$ cat src/rtl/mem_access_unit.sv
// mem_access_unit: load/store alignment between EX/MEM and a word-addressed data memory.
// Loads are combinational extract + extend. SW writes in one cycle. SB/SH use a
// two-cycle read-modify-write: the first cycle stalls and captures the old word, and
// the second cycle writes the merged word. Misaligned or illegal accesses are flagged
// and suppressed.
module mem_access_unit (
  input  logic        clk,
  input  logic        rst,
  input  logic        mem_read,
  input  logic        mem_write,
  input  logic [2:0]  funct3,
  input  logic [31:0] addr,
  input  logic [31:0] store_data,
  input  logic [31:0] dm_data_read,
  output logic        dm_memrw,
  output logic [31:0] dm_address,
  output logic [31:0] dm_data_write,
  output logic [31:0] load_data,
  output logic        stall,
  output logic        misaligned
);

  localparam logic [2:0] F3_B  = 3'b000;
  localparam logic [2:0] F3_H  = 3'b001;
  localparam logic [2:0] F3_W  = 3'b010;
  localparam logic [2:0] F3_BU = 3'b100;
  localparam logic [2:0] F3_HU = 3'b101;

  typedef enum logic [0:0] {IDLE = 1'b0, RMW_WR = 1'b1} state_t;

  state_t      state_q, state_d;
  logic [31:0] buf_word_q, buf_word_d;
  logic [31:0] buf_addr_q, buf_addr_d;
  logic [2:0]  buf_f3_q, buf_f3_d;
  logic [15:0] buf_data_q, buf_data_d;

  // Stores accept only B/H/W; the unsigned encodings make sense for loads only.
  function automatic logic access_misaligned(input logic is_store, input logic [2:0] f3,
                                             input logic [1:0] lo);
    logic bad;
    case (f3)
      F3_B:    bad = 1'b0;
      F3_H:    bad = lo[0];
      F3_W:    bad = (lo != 2'b00);
      F3_BU:   bad = is_store;
      F3_HU:   bad = is_store | lo[0];
      default: bad = 1'b1;
    endcase
    return bad;
  endfunction

  // Little-endian lane select followed by sign or zero extension.
  function automatic logic [31:0] extract_load(input logic [31:0] word, input logic [2:0] f3,
                                               input logic [1:0] lo);
    logic [7:0]  b;
    logic [15:0] h;
    logic [31:0] r;
    case (lo)
      2'b00:   b = word[7:0];
      2'b01:   b = word[15:8];
      2'b10:   b = word[23:16];
      2'b11:   b = word[31:24];
      default: b = 8'h00;
    endcase
    h = lo[1] ? word[31:16] : word[15:0];
    case (f3)
      F3_B:    r = {{24{b[7]}}, b};
      F3_BU:   r = {24'h000000, b};
      F3_H:    r = {{16{h[15]}}, h};
      F3_HU:   r = {16'h0000, h};
      F3_W:    r = word;
      default: r = 32'h0000_0000;
    endcase
    return r;
  endfunction

  // Replace one byte or halfword lane of the captured word with the store data.
  function automatic logic [31:0] merge_store(input logic [31:0] word, input logic [2:0] f3,
                                              input logic [1:0] lo, input logic [15:0] data);
    logic [31:0] m;
    m = word;
    case (f3)
      F3_B: begin
        case (lo)
          2'b00:   m[7:0]   = data[7:0];
          2'b01:   m[15:8]  = data[7:0];
          2'b10:   m[23:16] = data[7:0];
          2'b11:   m[31:24] = data[7:0];
          default: m = word;
        endcase
      end
      F3_H: begin
        if (lo[1]) begin
          m[31:16] = data;
        end else begin
          m[15:0] = data;
        end
      end
      default: m = word;
    endcase
    return m;
  endfunction

  // Next-state, buffer capture and all outputs; reset forces outputs quiet at once.
  always_comb begin
    state_d       = state_q;
    buf_word_d    = buf_word_q;
    buf_addr_d    = buf_addr_q;
    buf_f3_d      = buf_f3_q;
    buf_data_d    = buf_data_q;
    dm_memrw      = 1'b0;
    dm_address    = addr;
    dm_data_write = 32'h0000_0000;
    load_data     = 32'h0000_0000;
    stall         = 1'b0;
    misaligned    = 1'b0;
    if (rst) begin
      state_d = IDLE;
    end else begin
      case (state_q)
        IDLE: begin
          if (mem_write) begin
            if (access_misaligned(1'b1, funct3, addr[1:0])) begin
              misaligned = 1'b1;
            end else if (funct3 == F3_W) begin
              dm_memrw      = 1'b1;
              dm_data_write = store_data;
            end else begin
              stall      = 1'b1;
              buf_word_d = dm_data_read;
              buf_addr_d = addr;
              buf_f3_d   = funct3;
              buf_data_d = store_data[15:0];
              state_d    = RMW_WR;
            end
          end else if (mem_read) begin
            if (access_misaligned(1'b0, funct3, addr[1:0])) begin
              misaligned = 1'b1;
            end else begin
              load_data = extract_load(dm_data_read, funct3, addr[1:0]);
            end
          end else begin
            state_d = IDLE;
          end
        end
        RMW_WR: begin
          dm_memrw      = 1'b1;
          dm_address    = buf_addr_q;
          dm_data_write = merge_store(buf_word_q, buf_f3_q, buf_addr_q[1:0], buf_data_q);
          state_d       = IDLE;
        end
        default: state_d = IDLE;
      endcase
    end
  end

  // State and read-modify-write holding registers.
  always_ff @(posedge clk or posedge rst) begin
    if (rst) begin
      state_q    <= IDLE;
      buf_word_q <= 32'h0000_0000;
      buf_addr_q <= 32'h0000_0000;
      buf_f3_q   <= 3'b000;
      buf_data_q <= 16'h0000;
    end else begin
      state_q    <= state_d;
      buf_word_q <= buf_word_d;
      buf_addr_q <= buf_addr_d;
      buf_f3_q   <= buf_f3_d;
      buf_data_q <= buf_data_d;
    end
  end

endmodule

$ cat config.mk
export PLATFORM = sky130hd
export DESIGN_NAME = mem_access_unit
export DESIGN_NICKNAME = d
export VERILOG_FILES = /design/src/rtl/mem_access_unit.sv
export SDC_FILE = /design/constraint.sdc
export NUM_CORES = 1
export LEC_CHECK = 0
export ABC_AREA = 0
export BUFFER_PORTS_ARGS = -buffer_cell sky130_fd_sc_hd__buf_2
export CAP_MARGIN = 20
export CORE_MARGIN = 1.5
export CORE_UTILIZATION = 55
export CTS_CLUSTER_SIZE = 20
export DETAILED_ROUTE_END_ITERATION = 6
export PLACE_DENSITY_LB_ADDON = 0.25
export SLEW_MARGIN = 10
export SYNTH_ARGS = -nofsm -noshare
export SYNTH_HDL_FRONTEND = slang
export SYNTH_SLANG_ARGS = --single-unit
$ cat constraint.sdc
create_clock -name clk -period 11.4 [get_ports clk]
set_input_delay 1.71 -clock clk [delete_from_list [all_inputs] [get_ports clk]]
set_output_delay 1.71 -clock clk [all_outputs]
set_load 0.1 [all_outputs]
==> flow_summary.json <==
{
  "ys_warn_count": 0,
  "slew_viol_final": 0,
  "yosysTopAreaCellShare_pct": 36.1,
  "numCtsBuffers": 9,
  "setup_ws_ns": 5.76,
  "slowest_delay_ns": 0.49,
  "crit_family": "buffers and inverters",
  "yosysSeqAreaShare_pct": 36.1,
  "power_frac_seq_pct": 44.5,
  "min_to": "buf_addr_q[31]",
  "syn_inst": 538,
  "dp_cells": 826,
  "status": "finished clean",
  "r2r-end": "buf_data_q[15]",
  "synth_nets": 641,
  "holdBufCountCts": 0,
  "reg2reg_from": "state_q",
  "ys.flop_type": "dfrtp_1",
  "power.leakage_nw": 3.35,
  "synth.area.top_cells": "dfrtp_1 36%, mux2_4 15%, mux2_2 12%",
  "drive_above_1_share_pct": 50.7,
  "dieArea_mm2": 0.0112,
  "die_w_um": 106,
  "htree_levels": 3,
  "max_slew_margin_pct": 26.8,
  "vias": 5111,
  "yosys.area.top_type": "dfrtp_1",
  "hpwl_mm": 12.1,
  "post_cts_buffers": 0,
  "clkTransAtPathRegs_ns": 0.08,
  "required_ns": 9.69,
  "start_util_pct": 56.7,
  "arrival_ns": 3.93,
  "fp.dieH_um": 106,
  "end_kind": "output pin",
  "worstMarginPinSlew_ns": 1.08,
  "power_density_mw_per_mm2": 136,
  "worst_path_max_delay_cell": "buf_2",
  "cts_max_path_buffers": 2,
  "met2_usage_pct": 44.4,
  "async_reset_ff_share_pct": 100,
  "track_usage_pct": 29.2,
  "syn_area_per_cell_um2": 10.8,
  "ctsResizeCount": 0,
  "hp-start": "buf_addr_q[31]",
  "antenna_found_initial": 0,
  "antenna_left": 0,
  "hold_depth": 1,
  "p_int_uw": 605,
  "period_minus_slack_ns": 5.64,
  "hold_violations": 0,
  "io_buffers": 201,
  "synth.cell_area_mm2": 0.00583,
  "layout.nets": 806,
  "clkPwrFrac_pct": 22.5,
  "cts_tree": "built",
  "fin_crit_sh_pct": 49.5,
  "maxCapViolCount": 0,
  "wl_per_cell_um": 19.4,
  "ys_ff_latch": 84,
  "grt_util_met3_pct": 5.82,
  "overflow": 0,
  "p_comb_share_pct": 33.0,
  "synth_edf_count": 0,
  "ir_drop_uv": 94.7,
  "clock_latency_ns": 0.35,
  "preCtsSetupSlack_ns": 5.82,
  "clock_sinks": 84,
  "grt_pass1_vias": 4776,
  "first_pass_iters": 5,
  "fmax_mhz": 177,
  "cpMostUsedCell": "buf_2",
  "pin_count": 202,
  "first_iter_violations": 350,
  "grtUsageMet1_pct": 40.5,
  "busiest_layer": "met2",
  "wl_mm": 16.4,
  "synth_cell_types": 49,
  "grt_pass1_wl_mm": 25.5,
  "rows": 37,
  "cp_cell_sequence": "buf_2 -> nor4b_4 -> a41oi_4 -> nor4_1 -> buf_2",
  "area_delta_synth_final_pct": 19.6,
  "p_switching_uw": 343,
  "setup_viol": 0,
  "stdcell_count": 844,
  "vias_per_cell": 6.06,
  "grt_max_degree": 85,
  "root_buffer": "clkbuf_8",
  "place.gp.congestion": 0.898,
  "cp_max_fo": 34,
  "r2r_setup_slack_ns": 8.55,
  "path_buf_inv": 2,
  "core_area_mm2": 0.0103,
  "reg2reg_depth": 6,
  "drc": 0,
  "criticalPathCategory": "in2out",
  "cp-start-kind": "input pin",
  "swShare_pct": 36.2,
  "n_antenna_cell": 0,
  "min_path_type": "reg2reg",
  "tns_ns": 0,
  "grt_setup_unrepaired": "false",
  "fillers": 843,
  "finClkSkew_ns": 0.00489
}
[routing by layer]
layer,up-vias,share of wire [%]
met3,33,8.4
met1,2422,44
met2,276,45
met4,0,3.0
li1,2380,-
met5,-,0
[worst max path at each step]
stage                     slack [ns]  cells past startpoint                end       from
final                           5.76                      5   dm_data_write[7]  funct3[1]
after global routing            5.57                      5   dm_data_write[7]  funct3[1]
after CTS                       5.81                      5   dm_data_write[2]        rst
after detailed placement        5.82                      5   dm_data_write[2]        rst
after global placement          5.93                      5   dm_data_write[7]        rst
after floorplan                 2.58                      4  dm_data_write[16]        rst
[power by group through the flow]
stage / registers (mW) / logic (mW) / clock network [mW]
floorplan: 0.403 / 0.263 / 0
CTS: 0.420 / 0.311 / 0.217
detailed placement: 0.425 / 0.310 / 0
finish: 0.422 / 0.313 / 0.213
global route: 0.430 / 0.334 / 0.228
global placement: 0.421 / 0.303 / 0
[synthesized netlist by cell type, types with 2 or more instances]
| cell | count |
|---|---|
| and2_1 | 2 |
| mux2_2 | 64 |
| nor2_1 | 34 |
| buf_4 | 3 |
| buf_6 | 9 |
| buf_2 | 24 |
| a22oi_2 | 2 |
| a211oi_1 | 39 |
| o22ai_1 | 24 |
| nor4_1 | 16 |
| nor3_1 | 24 |
| o21ai_0 | 3 |
| or3b_1 | 2 |
| clkbuf_1 | 18 |
| inv_1 | 12 |
| nor3b_4 | 2 |
| o21ba_2 | 2 |
| nand2_1 | 18 |
| dfrtp_1 | 84 |
| o21ai_1 | 2 |
| nand2b_1 | 10 |
| nor4b_1 | 2 |
| a21oi_1 | 17 |
| mux2_4 | 57 |
| nor4bb_1 | 15 |
| o32ai_1 | 7 |
| and4b_1 | 7 |
| a21o_1 | 2 |
| nor3b_1 | 2 |
| nor2b_1 | 3 |
| a32oi_1 | 14 |
[sequential cells by signal, indices dropped and copies added, names as in the netlist]
name	flops
buf_addr_q	32
buf_data_q	16
buf_f3_q	3
buf_word_q	32
state_q	1
[area by class of cell]
class	count	area, µm²	share of cell area, %
clock inverter	6	63.8	0.916
timing repair buffer	209	1090	15.6
sequential	84	2100	30.2
inverter	13	50.0	0.719
multi-input combinational	386	3370	48.3
tap	136	170	2.44
clock buffer	10	128	1.83
[cells in the final DEF (no fill, tap or decap), drive strengths merged, types with 10 or more instances in the layout]
| cell | n |
|---|---|
| clkbuf | 10 |
| a32oi | 14 |
| a21oi | 18 |
| nor2 | 34 |
| mux2 | 121 |
| a211oi | 39 |
| inv | 12 |
| nand2 | 18 |
| nor3 | 25 |
| nor4bb | 15 |
| o22ai | 24 |
| nand2b | 10 |
| dfrtp | 84 |
| nor4 | 17 |
| buf | 209 |
[logic make-up (layout without fill, tap and decap cells)]
| logic type | after synthesis | count (layout) | share of synthesized area, % |
|---|---|---|---|
| flops | 84 | 84 | 36.1 |
| compound gates | 120 | 120 | 15.1 |
| buf+inv | 68 | 238 | 6.27 |
| simple gates | 145 | 145 | 15.5 |
| mux | 121 | 121 | 27.1 |
[metrics by stage]
stage	hold WS, ns	util [%]	power [mW]	instance area, µm²
floorplan	0.474	-	0.665	5830
global placement	0.482	65.6	0.724	6740
detailed placement	0.488	65.6	0.735	6740
CTS	0.511	67.4	0.948	6930
global route	0.522	67.8	0.992	6970
finish	0.509	67.8	0.948	6970
No activity file was read; power rests on OpenSTA's default activity.
